<file path="src/rtl/mem_port_arbiter.sv">
// Round-robin arbiter sharing one memory port between fetch (A) and load/store (B),
// with a watchdog that aborts a BUSY transaction the memory never answers.
module mem_port_arbiter #(
  parameter int WIDTH   = 32,
  parameter int TIMEOUT = 16
) (
  input  logic             clk_i,
  input  logic             rst_i,
  input  logic             req_a_i,
  input  logic [WIDTH-1:0] addr_a_i,
  input  logic [WIDTH-1:0] wdata_a_i,
  input  logic             we_a_i,
  input  logic             req_b_i,
  input  logic [WIDTH-1:0] addr_b_i,
  input  logic [WIDTH-1:0] wdata_b_i,
  input  logic             we_b_i,
  output logic             gnt_a_o,
  output logic             gnt_b_o,
  output logic             done_a_o,
  output logic             done_b_o,
  output logic             err_o,
  output logic [WIDTH-1:0] rdata_o,
  output logic             mem_valid_o,
  output logic [WIDTH-1:0] mem_addr_o,
  output logic [WIDTH-1:0] mem_wdata_o,
  output logic             mem_we_o,
  input  logic             mem_ready_i,
  input  logic [WIDTH-1:0] mem_rdata_i
);

  localparam int CW = $clog2(TIMEOUT);

  // IDLE: arbitrate | BUSY: access presented to memory | RESP: done pulse to the owner
  typedef enum logic [1:0] {
    S_IDLE = 2'd0,
    S_BUSY = 2'd1,
    S_RESP = 2'd2
  } state_t;

  state_t           state_q, state_d;
  logic             owner_a_q, owner_a_d;
  logic             last_a_q, last_a_d;
  logic [CW-1:0]    wait_cnt_q, wait_cnt_d;
  logic [WIDTH-1:0] rdata_q, rdata_d;
  logic             err_q, err_d;

  logic             sel;
  logic [WIDTH-1:0] addr_sel;
  logic [WIDTH-1:0] wdata_sel;
  logic             we_sel;

  assign sel       = owner_a_q;
  assign addr_sel  = sel ? addr_a_i  : addr_b_i;
  assign wdata_sel = sel ? wdata_a_i : wdata_b_i;
  assign we_sel    = sel ? we_a_i    : we_b_i;

  always_ff @(posedge clk_i) begin
    if (rst_i) begin
      state_q    <= S_IDLE;
      owner_a_q  <= 1'b1;
      last_a_q   <= 1'b0;
      wait_cnt_q <= '0;
      rdata_q    <= '0;
      err_q      <= 1'b0;
    end else begin
      state_q    <= state_d;
      owner_a_q  <= owner_a_d;
      last_a_q   <= last_a_d;
      wait_cnt_q <= wait_cnt_d;
      rdata_q    <= rdata_d;
      err_q      <= err_d;
    end
  end

  always_comb begin
    state_d     = state_q;
    owner_a_d   = owner_a_q;
    last_a_d    = last_a_q;
    wait_cnt_d  = wait_cnt_q;
    rdata_d     = '0;
    err_d       = 1'b0;
    gnt_a_o     = 1'b0;
    gnt_b_o     = 1'b0;
    done_a_o    = 1'b0;
    done_b_o    = 1'b0;
    mem_valid_o = 1'b0;
    mem_addr_o  = '0;
    mem_wdata_o = '0;
    mem_we_o    = 1'b0;

    case (state_q)
      S_IDLE: begin
        wait_cnt_d = '0;
        if (req_a_i || req_b_i) begin
          state_d = S_BUSY;
          // On a tie the requester served last yields.
          if (req_a_i && req_b_i) owner_a_d = ~last_a_q;
          else                    owner_a_d = req_a_i;
        end
      end
      S_BUSY: begin
        gnt_a_o     = sel;
        gnt_b_o     = ~sel;
        mem_valid_o = 1'b1;
        mem_addr_o  = addr_sel;
        mem_wdata_o = wdata_sel;
        mem_we_o    = we_sel;
        if (mem_ready_i) begin
          state_d  = S_RESP;
          rdata_d  = we_sel ? '0 : mem_rdata_i;
          last_a_d = sel;
        end else if (wait_cnt_q == CW'(TIMEOUT - 1)) begin
          state_d  = S_RESP;
          err_d    = 1'b1;
          last_a_d = sel;
        end else begin
          wait_cnt_d = wait_cnt_q + 1'b1;
        end
      end
      S_RESP: begin
        gnt_a_o    = sel;
        gnt_b_o    = ~sel;
        done_a_o   = sel;
        done_b_o   = ~sel;
        state_d    = S_IDLE;
        wait_cnt_d = '0;
      end
      default: begin
        state_d = S_IDLE;
      end
    endcase
  end

  // rdata/err are loaded only on the BUSY->RESP edge, so they read 0 outside RESP.
  assign rdata_o = rdata_q;
  assign err_o   = err_q;

endmodule

</file>
<file path="config.mk">
export PLATFORM = sky130hd
export DESIGN_NAME = mem_port_arbiter
export DESIGN_NICKNAME = d
export VERILOG_FILES = /design/src/rtl/mem_port_arbiter.sv
export SDC_FILE = /design/constraint.sdc
export NUM_CORES = 1
export LEC_CHECK = 0
export BUFFER_PORTS_ARGS = -buffer_cell sky130_fd_sc_hd__buf_2
export CAP_MARGIN = 15
export CORE_AREA = 2 2 105 107
export DETAILED_ROUTE_END_ITERATION = 10
export DIE_AREA = 0 0 107 109
export GPL_ROUTABILITY_DRIVEN = 0
export MAX_ROUTING_LAYER = met4
export PLACE_DENSITY_LB_ADDON = 0.12
export SYNTH_ARGS = -nofsm -noshare
export SYNTH_HDL_FRONTEND = slang
export SYNTH_SLANG_ARGS = --single-unit
</file>
<file path="constraint.sdc">
create_clock -name clk_i -period 3.65 [get_ports clk_i]
set_input_delay 0.1825 -clock clk_i [delete_from_list [all_inputs] [get_ports clk_i]]
set_output_delay 0.1825 -clock clk_i [all_outputs]
set_load 0.005 [all_outputs]
</file>
# ---- Word-level counts from Yosys, hierarchy flattened
# Index checks and enable logic that the tools add are counted.
# Widths: inputs -> output; s select.
dict set report op_classes {
  n_div 0
  n_addsub 1
  n_reduce_logical 13
  bitwise 4
  shifts 0
  mul 0
  n_mux 22
  n_lt_le_gt_ge 0
  eq_ne 7
}
# op count
set ops {}
lappend ops {{$mux 32} 4}
lappend ops {{$mux 1} 11}
lappend ops {{$mux 4} 2}
lappend ops {{$pmux 4 s2} 1}
lappend ops {{$mux 2} 3}
lappend ops {{$ne 2x2->1 const B} 3}
lappend ops {{$reduce_and 2->1} 3}
lappend ops {{$add 4x1->4 const B} 1}
lappend ops {{$eq 4x4->1 const B} 1}
lappend ops {{$not 1->1} 4}
lappend ops {{$pmux 2 s2} 1}
lappend ops {{$reduce_bool 2->1} 2}
lappend ops {{$reduce_or 2->1} 2}
lappend ops {{$reduce_or 4->1} 1}
lappend ops {{$ne 3x3->1 const B} 1}
lappend ops {{$reduce_and 3->1} 1}
lappend ops {{$reduce_or 3->1} 1}
lappend ops {{$eq 2x1->1 const B} 1}
lappend ops {{$eq 2x2->1 const B} 1}
lappend ops {{$logic_not 2->1} 1}
lappend ops {{$logic_and 1x1->1} 1}
lappend ops {{$logic_or 1x1->1} 1}
dict set report totals {
  mem_bits_rw 0
  regBits 41
  word_cells 53
  latchBits 0
  mem_count 0
  romBits 0
}

# ---- Logic depth before layout (Yosys ltp)
dict set report logic_depth {
  depth_word 4
  mapped_depth 6
  depth_no_buf 5
}

# ---- Worst setup path after synthesis
# No wires, ideal clock.
dict set report synth_timing {
  kind {reg2out}
  startpoint {register state_q[1]}
  endpoint {output mem_wdata_o[10]}
  setup_slack_ns 2.015
  n_path_buf 2
  path_stages_with_launch 7
  arrival_time_ns 1.453
  path_cell_list {dfxtp_1 inv_1 ha_1 inv_1 clkbuf_1 buf_1 nor2_1}
}
dict set report synth_between {
  elab_chain_cells 2
}
# element line_no
set synth_lines {}
lappend synth_lines {{start, declared} 40} ;# state_t state_q, state_d;
lappend synth_lines {{start signal, assigned} 66} ;# state_q <= state_d;
lappend synth_lines {{$eq 2x1->1} 91} ;# case (state_q)
lappend synth_lines {{$mux 32} 91}
lappend synth_lines {{end, declared} 25} ;# output logic [WIDTH-1:0] mem_wdata_o,
# No other way between the ends.

# ---- Worst setup path after layout
dict set report layout_timing {
  startpoint {register owner_a_q}
  endpoint {output mem_addr_o[31]}
}
dict set report layout_between {
  elab_chain_cells 2
}
# element line_no
set layout_lines {}
lappend layout_lines {{start, declared} 41} ;# logic owner_a_q, owner_a_d;
lappend layout_lines {{start signal, assigned} 67} ;# owner_a_q <= owner_a_d;
lappend layout_lines {{$mux 32} 53} ;# assign addr_sel = sel ? addr_a_i : addr_b_i;
lappend layout_lines {{$mux 32} 91}
lappend layout_lines {{end, declared} 24} ;# output logic [WIDTH-1:0] mem_addr_o,
# No other way between the ends.

==> results.md <==
* Status: complete, no violations
* Share of layout cells above drive strength 1 at 53.0%
* Worst EP arrival at 2.06 ns
* Cts hold-fix bufs at 0
* DR pass1 iterations at 4
* Maxcap violations at 0
* CTS root buf: clkbuf_8
* Final core occ at 37.0%
* Cts repair resizes at 0
* CP peak stage delay at 0.82 ns
* Layout area overhead at 65.5%
* Initial core utilization at 22.3%
* Die ar. at 0.0117 mm^2
* Worst hold path class: in2reg
* Fmax at 445 MHz
* PwrDens at about 310 mW/mm^2
* Post-route worst setup slack at 1.40 ns
* Maximum vdd drop at 0.000140 V
* CP Max Fanout at 46
* Clk_skew at 0.00444 ns
* Place WS at approximately 1.5 ns
* Post-Syn Nets at 449
* Rows at 38
* Cell Chain, Critical Path: buf_4, mux2i_1, nor2_1, buf_2
* # diodes at 0
* Die Wd at 107 um
* Fin area at between 0.003 and 0.004 mm^2
* Global-route wire length before repair at 12.9 mm
* Routed vias/inst at 4.21
* Post-route insts no fill at 676
* Clk_lat worst skew at 0.28 ns
* CTS Sinks at 41
* Register area share after synthesis at 34.7%
* ANT nets after route at 0
* Overall power at approximately 1.2 mW
* Number of global-route vias before repair at roughly 2600
* Clock buffer count from CTS at 5
* Total grt overflow at 0
* Final hold violation count at 0
* FILL cells at 1128
* Primary FF master, synth: dfxtp_1
* DP Area at 0.00382 mm^2
* Final HPWL DP at 7.29 mm
* Syn Inst Count at 276
* Overall routing resource usage at 14.4%
* YS warnings at 0
* Number of remaining DRC errors at 0
* Setup TNS at 0 ns
* Final setup vio count at 0
* Startpoint types: register
* Initial DRC count at 170
* Clock tree buffer depth at 2
* WS Path Type: reg2out
* RSZ-0062 raised after global routing: false
* Slowest-stage cell, CP: dfxtp_4
* Worst slew margin at 51.2%
* Post-synthesis sequential element count at 41
* Netlist cell types at 33
* Slew @ Worst Pin at 0.732 ns
* Wire per inst at 13.3 um
* CTS tree: built
* Chip Height at between 100 and 150 um
* Clock Pin Slew Worst Setup and Hold Paths at approximately 0.080 ns
* Ports at 270
* Hold slack at 0.0914 ns
* Commonest cells after routing, fill and taps aside: buf_2, nor2_1, mux2i_1
* Final WL at 8.97 mm
* Final period utilization at 61.6%
* Pin count of the biggest net entering global routing at 68
* Placed insts at between 600 and 700
* Post-synth EDFFs at 0
* Final #Nets at around 710
* Post-Syn Area at 0.00237 mm^2
* H-tree depth at 2
* Vias post-DR at 2843
* Fin. max-slew vios at 0
* I/O Buffers at 269
* Post-synthesis async set-or-reset flop share at 0%
* Worst setup EP type: primary output
* Initial antenna violation count at 0
* Commonest non-fill, non-tap cell in the layout: buf_2
* Total core area at 0.0106 mm^2
* Post-CTS setup buffer count at 0
* Crit path required time at ~3.5 ns
* Leakage dissipation at 2.54 nW
* Mean Syn Cell Area at 8.58 um^2
* Crit path time final at 2.25 ns
[critical path, delay by kind of cell (launching register included)]
family        cells  cell delay, ns
simple gates      1            0.05
flops             1            0.82
mux               1            0.25
buf+inv           2            0.65
[worst paths after layout]
kind / from / endpoint / slack, ns / cells after the start
max: owner_a_q / mem_addr_o[31] / 1.40 / 4
min: mem_rdata_i[2] / rdata_o[2] / 0.09 / 2
max reg2reg: owner_a_q / rdata_o[20] / 1.65 / 3
min reg2reg: last_a_q / last_a_q / 0.49 / 2
[cell type report]
type                            instances  area, um^2  share of cell area (%)
Timing Repair Buffer                  271        1370                    35.1
Inverter                                5        18.8                   0.479
Multi-Input combinational cell        211        1440                    36.8
Sequential cell                        41         825                    21.0
Clock buffer                            6        72.6                    1.85
Tap cell                              140         175                    4.47
Clock inverter                          2        10.0                   0.255
[registers in the layout, summed over array words and instances (netlist names)]
register	count
err_o	1
state_q	2
wait_cnt_q	4
owner_a_q	1
rdata_o	32
last_a_q	1
[report_power, final]
group,leakage (nW),switching (mW),internal [mW]
Clock,0.0450,0.147,0.133
Sequential,0.332,0.0314,0.462
Combinational,2.17,0.210,0.237
[logic make-up (layout without fill, tap and decap cells)]
group           after synthesis  after routing  synth area share, %
simple gates                119            119                 24.6
mux                          66             66                 27.9
flops                        41             41                 34.7
buf+inv                      24            284                 4.38
compound gates               20             20                 5.28
fa+ha+maj                     6              6                 3.17
[Yosys cell counts, types with 2 or more instances]
library cell	number	area [um^2]
ha_1	6	75.1
nor2_1	67	251
nand2b_1	2	12.5
and2_1	34	213
o21ai_0	5	25.0
or4_1	2	15.0
a21oi_1	6	30.0
clkbuf_1	7	26.3
buf_2	7	35.0
mux2i_1	66	661
nand2_1	3	11.3
inv_1	5	18.8
nor2b_1	2	12.5
clkbuf_2	4	20.0
nand3_1	2	10.0
dfxtp_1	41	821
[per-layer routing]
metal | track usage (%) | share of wire (%) | vias to the layer above
li1 | - | - | 1443
met1 | 16.7 | 42 | 1260
met2 | 25.8 | 49 | 136
met3 | 3.71 | 8.5 | 4
met4 | 1.67 | 0.42 | 0
met5 | - | 0 | -
Power figures use the tool's default switching activity.
